## src/rtl/alu_result_select_pipe_pkg.sv

```systemverilog
// Shared CPU package for the ALU result select pipeline.
//  - state_t    : skid buffer occupancy states (EMPTY / ONE / FULL)
//  - RES_*      : index of each ALU function unit result on the packed result bus
package alu_result_select_pipe_pkg;

  typedef enum logic [1:0] {
    ST_EMPTY = 2'd0,
    ST_ONE   = 2'd1,
    ST_FULL  = 2'd2
  } state_t;

  localparam int RES_AND = 0;
  localparam int RES_OR  = 1;
  localparam int RES_ADD = 2;
  localparam int RES_SLT = 3;
  localparam int RES_MUL = 4;
  localparam int RES_XOR = 5;
  localparam int RES_SLL = 6;

  localparam int NUM_RES = 7;

endpackage

```

## src/rtl/alu_result_select_pipe_buf.sv

```systemverilog
// result_skid_buffer: 2-entry FIFO-ordered valid/ready buffer for a PW-bit payload.
//
// Handshake: a transfer happens on a rising clk edge where valid and ready are
// both 1 on that side. Upstream: push = in_valid & in_ready. Downstream:
// pop = out_valid & out_ready. valid must not depend on ready on either side,
// and in_ready / out_valid are both driven straight from registers.
//
// Ports:
//  clk        in   rising-edge clock
//  rst_n      in   synchronous active-low reset
//  flush      in   discard all entries; an accept in the same cycle is dropped
//  in_data    in   PW-bit payload offered by the producer
//  in_valid   in   producer offers in_data
//  in_ready   out  buffer can take a payload (0 only in FULL)
//  out_data   out  head payload (main register)
//  out_valid  out  out_data holds a valid entry
//  out_ready  in   consumer takes the head entry
//  state      out  current occupancy state, for debug and checkers
module result_skid_buffer
  import alu_result_select_pipe_pkg::*;
#(
  parameter int PW = 8
) (
  input  logic          clk,
  input  logic          rst_n,
  input  logic          flush,
  input  logic [PW-1:0] in_data,
  input  logic          in_valid,
  output logic          in_ready,
  output logic [PW-1:0] out_data,
  output logic          out_valid,
  input  logic          out_ready,
  output state_t        state
);

  state_t        state_q;
  state_t        state_d;
  logic [PW-1:0] main_q;
  logic [PW-1:0] main_d;
  logic [PW-1:0] skid_q;
  logic [PW-1:0] skid_d;
  logic          in_ready_q;
  logic          out_valid_q;
  logic          push;
  logic          pop;

  // A flushed accept still completes the handshake upstream but is discarded.
  assign push = in_valid & in_ready_q & ~flush;
  assign pop  = out_valid_q & out_ready;

  always_comb begin
    state_d = state_q;
    main_d  = main_q;
    skid_d  = skid_q;
    case (state_q)
      ST_EMPTY: begin
        if (push) begin
          state_d = ST_ONE;
          main_d  = in_data;
        end
      end
      ST_ONE: begin
        if (push && pop) begin
          main_d = in_data;
        end else if (push) begin
          state_d = ST_FULL;
          skid_d  = in_data;
        end else if (pop) begin
          state_d = ST_EMPTY;
        end
      end
      ST_FULL: begin
        if (pop) begin
          state_d = ST_ONE;
          main_d  = skid_q;
        end
      end
      default: state_d = ST_EMPTY;
    endcase
    // Data registers may still load; they are stale once state is EMPTY.
    if (flush) begin
      state_d = ST_EMPTY;
    end
  end

  always_ff @(posedge clk) begin
    if (!rst_n) begin
      state_q     <= ST_EMPTY;
      main_q      <= '0;
      skid_q      <= '0;
      in_ready_q  <= 1'b1;
      out_valid_q <= 1'b0;
    end else begin
      state_q     <= state_d;
      main_q      <= main_d;
      skid_q      <= skid_d;
      in_ready_q  <= (state_d != ST_FULL);
      out_valid_q <= (state_d != ST_EMPTY);
    end
  end

  assign in_ready  = in_ready_q;
  assign out_valid = out_valid_q;
  assign out_data  = main_q;
  assign state     = state_q;

endmodule

```

## src/rtl/alu_result_select_pipe.sv

```systemverilog
// alu_result_select_pipe: selects one of NUM_IN ALU results by sel and
// registers it behind a 2-entry valid/ready skid buffer. Out-of-range selects
// produce DEFAULT_VAL with out_illegal set and are counted in illegal_cnt.
//
// Ports:
//  clk          in   rising-edge clock
//  rst_n        in   synchronous active-low reset
//  in_bus       in   packed results, input k at [k*WIDTH +: WIDTH]
//  sel          in   result select, sampled with in_valid
//  in_valid     in   producer has a result to transfer
//  in_ready     out  block can accept a transfer
//  flush        in   discard all buffered entries
//  out_data     out  selected result
//  out_sel      out  sel that produced out_data
//  out_illegal  out  sel was >= NUM_IN for this entry
//  out_valid    out  out_* hold a valid entry
//  out_ready    in   consumer accepts the entry
//  illegal_cnt  out  saturating count of accepted illegal selects
module alu_result_select_pipe
  import alu_result_select_pipe_pkg::*;
#(
  parameter int               WIDTH       = 24,
  parameter int               NUM_IN      = NUM_RES,
  parameter int               SEL_W       = 3,
  parameter logic [WIDTH-1:0] DEFAULT_VAL = '0,
  parameter int               CNT_W       = 16
) (
  input  logic                    clk,
  input  logic                    rst_n,
  input  logic [NUM_IN*WIDTH-1:0] in_bus,
  input  logic [SEL_W-1:0]        sel,
  input  logic                    in_valid,
  output logic                    in_ready,
  input  logic                    flush,
  output logic [WIDTH-1:0]        out_data,
  output logic [SEL_W-1:0]        out_sel,
  output logic                    out_illegal,
  output logic                    out_valid,
  input  logic                    out_ready,
  output logic [CNT_W-1:0]        illegal_cnt
);

  localparam int PW = 1 + SEL_W + WIDTH;

  logic [WIDTH-1:0] word;
  logic             illegal;
  logic [PW-1:0]    payload_in;
  logic [PW-1:0]    payload_out;
  logic [CNT_W-1:0] cnt_q;
  logic             accept;
  state_t           state;

  // One extra bit so NUM_IN == 2**SEL_W compares correctly.
  assign illegal = ({1'b0, sel} >= (SEL_W + 1)'(NUM_IN));

  // Compare-per-input mux keeps every select value driven, including
  // the out-of-range ones, without a variable part-select past the bus.
  always_comb begin
    word = DEFAULT_VAL;
    for (int k = 0; k < NUM_IN; k++) begin
      if (sel == SEL_W'(k)) begin
        word = in_bus[k*WIDTH +: WIDTH];
      end
    end
  end

  assign payload_in = {illegal, sel, word};

  result_skid_buffer #(
    .PW (PW)
  ) u_buf (
    .clk       (clk),
    .rst_n     (rst_n),
    .flush     (flush),
    .in_data   (payload_in),
    .in_valid  (in_valid),
    .in_ready  (in_ready),
    .out_data  (payload_out),
    .out_valid (out_valid),
    .out_ready (out_ready),
    .state     (state)
  );

  assign {out_illegal, out_sel, out_data} = payload_out;

  // Flushed accepts are dropped, so they are not counted either.
  assign accept = in_valid & in_ready & ~flush;

  always_ff @(posedge clk) begin
    if (!rst_n) begin
      cnt_q <= '0;
    end else if (accept && illegal && (cnt_q != {CNT_W{1'b1}})) begin
      cnt_q <= cnt_q + 1'b1;
    end
  end

  assign illegal_cnt = cnt_q;

endmodule
```

## config.mk

```make
export PLATFORM = sky130hd
export DESIGN_NAME = alu_result_select_pipe
export DESIGN_NICKNAME = d
export VERILOG_FILES = /design/src/rtl/alu_result_select_pipe_pkg.sv /design/src/rtl/alu_result_select_pipe_buf.sv /design/src/rtl/alu_result_select_pipe.sv
export SDC_FILE = /design/constraint.sdc
export NUM_CORES = 1
export LEC_CHECK = 0
export ABC_AREA = 1
export BUFFER_PORTS_ARGS = -buffer_cell sky130_fd_sc_hd__buf_2
export CAP_MARGIN = 20
export CORE_MARGIN = 1
export CORE_UTILIZATION = 35
export CTS_CLUSTER_SIZE = 24
export DETAILED_ROUTE_END_ITERATION = 7
export PLACE_DENSITY = 0.71
export SYNTH_ARGS = -nofsm -noshare
export SYNTH_HDL_FRONTEND = slang
export SYNTH_SLANG_ARGS = --single-unit
```

## constraint.sdc

```tcl
create_clock -name clk -period 1.4 [get_ports clk]
set_input_delay 0.21 -clock clk [delete_from_list [all_inputs] [get_ports clk]]
set_output_delay 0.21 -clock clk [all_outputs]
set_load 0.05 [all_outputs]
```

Yosys cells after proc, flatten, opt, wreduce, memory -nomap -nowiden
Cells that the tools add are included.
- bits in registers: 76
- bits in latches: 0
- bits in writable memories: 0
- bits in read-only memories: 0
- output and inout bits: 46
- memories: 0
- add/subtract/negate cells: 1
- $mul: 0
- divide/modulo/power cells: 0
- order comparisons: 1
- equal/unequal tests: 13
- shift operators: 0
- multiplexer cells: 18
- bitwise gates (word level): 5
- reductions and logical operators: 9
- operators by type and width (kind ; number):
    $mux W24 ; 7
    $mux W28 ; 3
    $pmux W28 S3 ; 1
    $add A16 B1 Y16 const B ; 1
    $ne A16 B16 Y1 const B ; 1
    $mux W2 ; 6
    $eq A3 B3 Y1 const B ; 3
    $eq A3 B2 Y1 const B ; 2
    $pmux W2 S3 ; 1
    $ne A2 B1 Y1 const B ; 2
    $ne A2 B2 Y1 const B ; 2
    $reduce_and A4 Y1 ; 1
    $and A1 B1 Y1 ; 3
    $eq A3 B1 Y1 const B ; 1
    $ge A3 B3 Y1 const B ; 1
    $logic_and A1 B1 Y1 ; 3
    $logic_not A3 Y1 ; 1
    $reduce_and A3 Y1 ; 1
    $reduce_bool A3 Y1 ; 1
    $eq A2 B1 Y1 const B ; 1
    $eq A2 B2 Y1 const B ; 1
    $logic_not A2 Y1 ; 1
    $not A1 Y1 ; 2
    $reduce_bool A2 Y1 ; 1

Logic depth before layout (Yosys ltp)
- depth in word-level cells: 10
- mapped depth: 10
- depth with buffers taken out: 10

Cells and area by module
A second synthesis with hierarchy kept.
- cells, all modules: 840
- area total of the unflattened synthesis: 4878.4 sq um
- by module, submodules not included (module ; instances ; cells an instance ; area each (sq um) ; sequential area each (sq um)):
    result_skid_buffer ; 1 ; 445 ; 2802.7 ; 1201.2
    alu_result_select_pipe ; 1 ; 395 ; 2075.7 ; 320.3

Worst setup path before layout
No wires, ideal clock.
- path type: register to register
- start point: register cnt_q[0], in the netlist illegal_cnt[0]
- end point: register cnt_q[7], in the netlist illegal_cnt[7]
- arrival: 1.830 ns
- data required time: 1.261 ns
- slack: -0.569 ns
- cell stages (with the launch flop): 10
- buffers on the path: 1
- period minus slack after synthesis: 1.969 ns
- cell sequence: dfxtp_1 ha_1 inv_1 nor2_1 nand4_1 nand2_2 inv_4 buf_8 nand2_1 a21oi_2
- cells in the longest elaborated chain, start to end: 2
- elaborated cells on any way between the ends: 3
- ends and longest elaborated chain (what ; RTL line ; source):
    from (decl) ; alu_result_select_pipe.sv:49 ; logic [CNT_W-1:0] cnt_q;
    from (signal assigned) ; alu_result_select_pipe.sv:93 ; cnt_q <= cnt_q + 1'b1;
    branches (longest 2 deep; another with $add A16 B1 Y16) ; - ;
Parallel ways; which one is timed is not known.
A chain may end at the register's enable or synchronous reset.

Worst setup path after layout
- start point: register cnt_q[1], in the netlist illegal_cnt[1]
- end point: register cnt_q[5], in the netlist illegal_cnt[5]
Same word-level chain as after synthesis.

==> results_dict.tcl <==
set metrics [dict create \
    grt_max_degree 35 \
    placed_cell_area_um2 6530 \
    fp.dieW_um 119 \
    r2r_start "illegal_cnt[1]$_SDFFE_PN0P_" \
    synthesis.instances 751 \
    worst_slew_pin_slew_ns 0.363 \
    diodes 0 \
    synth_fp_nets 928 \
    synthFlopType "dfxtp_1" \
    area.growth.synth_to_final_pct 45.9 \
    root_buffer "clkbuf_16" \
    synthArstFlopShare 0 \
    antenna_found_initial 0 \
    hp-start "flush" \
    finalPower_mw 6.00 \
    path_class "reg2reg" \
    worstPathCellList "buf_4 -> nand2_2 -> nor3_4 -> buf_4 -> xor2_1 -> nand2_2 -> a21oi_2" \
    cp-start-kind "register" \
    synth_edf_count 0 \
    vias_per_cell 5.06 \
    gp_congestion 0.933 \
    cts-buffers-inserted 9 \
    nNetsFinal 1187 \
    netlist_area_um2 4810 \
    clock_path_buffers 2 \
    cp_max_fo 3 \
    pwr_density_cell_nw_per_um2 854 \
    seqCellArea_um2 1570 \
    crit_start "illegal_cnt[1]$_SDFFE_PN0P_" \
    wirelength_um 17400 \
    initial_utilization 0.361 \
    hold_viol_final 0 \
    hold_path_class "in2reg" \
    rsz0062_at_grt "true" \
    grt_overflow 0 \
    wire_per_inst_um 14.6 \
    cpMaxStageDelayCell "dfxtp_4" \
    skew_ns 0.00604 \
    ios 222 \
    final_util 0.526 \
    fin_crit_ns 1.35 \
    grt_pass1_vias 5559 \
    crit_path_end_kind "register" \
    vias 6029 \
    design_area_um2 7020 \
    grt_pass1_wl_um 27400 \
    outcome "completed" \
    yosysMostFrequentCell "nand2_1" \
    synth_top_area_cell "dfxtp_1" \
    slew_headroom 0.756 \
    grt_usage 0.241 \
    synth_area_leaders "dfxtp_1 (32%), nand2_1 (13%), nand4_1 (8.3%)" \
    cts.clk_slew.worst_paths_ns 0.06 \
    vdd_drop_max_mv 0.606 \
    h-tree-depth 3 \
    required_ns 1.66 \
    crit_arrival_ns 1.61 \
    clock-sinks 76 \
    drive_gt1_frac 0.386 \
    fmax_mhz 743 \
    drc 0 \
    fin_tns_setup_ns 0 \
    portBuffers 221 \
    setup_violations 0 \
    synth_cell_type_count 36 \
    synth_commonest_cells "nand2_1 (167), nor2_1 (95), dfxtp_1 (76), a21oi_1 (69), nand4_1 (64)" \
    fp-row-count 42 \
    cts_tree "built" \
    clk_latency_ns 0.33 \
    cap_violations 0 \
    first_pass_iters 5 \
    drt_iter0_markers 349 \
    n_fill_cell 1362 \
    fin_crit_sh 0.962 \
    multi_input_area_um2 2880 \
    drtAntennaViolNets 0 \
    syn_avg_cell_area_um2 6.41 \
    netlist.area_leader.share 0.316 \
    die_height_um 119 \
    hpwl_um 13200 \
    leakage_nw 3.44 \
    synth_warnings 0 \
    drv_slew 0 \
    ys_seq_elements 76 \
    cpPeakStageDelay_ns 0.36 \
    synth-seq-area-share 0.316 \
    core_area_um2 13300 \
    die-area_um2 14200 \
]
cell families after synthesis:
logic type      synth area share
flops                      0.316
buf+inv                    0.107
fa+ha+maj                0.00260
simple gates               0.399
xor+xnor                  0.0182
compound gates             0.157
through the flow:
stage	setup WS (ns)	hold WS, ns	instances
after floorplan	-0.0381	0.371	751
after detailed placement	-0.0956	0.470	1171
after global routing	-0.0408	0.203	1191
after CTS	0.0291	0.159	1187
after global placement	-0.0860	0.464	1171
final	0.0536	0.191	1191
area by class of cell:
cell class,count,area share
clock buffer,13,0.0387
tap,176,0.0314
timing repair buffer,296,0.258
clock inverter,3,0.00588
inverter,57,0.0324
multi-input combinational,570,0.410
sequential,76,0.223
state kept, by name, summed over array words and instances (netlist names):
name / flops
u_buf.out_data: 28
u_buf.skid_q: 28
illegal_cnt: 16
u_buf.state: 2
u_buf.in_ready: 1
u_buf.out_valid: 1
where the power goes:
group / total, mW / switching (mW) / internal, mW
Clock: 2.42 / 0.885 / 1.54
Combinational: 1.31 / 0.808 / 0.502
Sequential: 2.27 / 0.0440 / 2.22
repair_timing:
| action | CTS | global route |
|---|---|---|
| pin swaps | 0 | 9 |
| endpoints found under the setup margin | 4 | 67 |
| gates cloned | 0 | 2 |
| hold buffers | 0 | 0 |
| resized for setup | 3 | 30 |
| buffers inserted | 0 | 2 |
layer usage:
layer,global-route usage,share of wire,vias up,routed length [um]
met2,0.404,0.48,238,8310
met4,0.0791,0.027,0,473
met5,0,0,-,0
met1,0.308,0.43,2726,7530
met3,0.0455,0.062,28,1070
li1,-,-,3037,-
critical path: cells and delay by family, from the launching register on:
| kind | cells | cell delay, ns |
|---|---|---|
| buffers and inverters | 2 | 0.26 |
| AOI/OAI and AO/OA | 1 | 0.11 |
| xor gates and xnor gates | 1 | 0.18 |
| and+or+nand+nor | 3 | 0.38 |
| DFF | 1 | 0.36 |
worst paths after layout:
path                                           to  slack, ns  depth (start not counted)
setup / recovery      illegal_cnt[5]$_SDFFE_PN0P_       0.05                          7
hold / removal         u_buf.out_valid$_SDFF_PN0_       0.19                          4
setup reg to reg      illegal_cnt[5]$_SDFFE_PN0P_       0.05                          7
hold reg to reg   u_buf.out_data[25]$_SDFFE_PN0P_       0.48                          2
cells in the final DEF (no fill, tap or decap), types with 2 or more instances in the layout:
| cell type | n |
|---|---|
| buf_2 | 221 |
| nand2_1 | 162 |
| nor2_1 | 92 |
| a21oi_1 | 66 |
| nand4_1 | 64 |
| buf_4 | 62 |
| dfxtp_1 | 58 |
| nand3_1 | 54 |
| o21ai_0 | 48 |
| inv_1 | 45 |
| o21ai_1 | 13 |
| nand2_2 | 12 |
| a21oi_2 | 12 |
| clkbuf_16 | 12 |
| dfxtp_4 | 10 |
| or2_2 | 8 |
| dfxtp_2 | 8 |
| inv_2 | 7 |
| nand3_2 | 7 |
| buf_12 | 7 |
| xor2_1 | 6 |
| xnor2_1 | 4 |
| nor2_2 | 3 |
| nor3_4 | 3 |
| inv_4 | 3 |
| a31oi_1 | 3 |
| buf_6 | 3 |
| nor3_2 | 2 |
| nand3_4 | 2 |
| clkinv_2 | 2 |
| clkbuf_1 | 2 |
No activity file was read; power rests on OpenSTA's default activity.
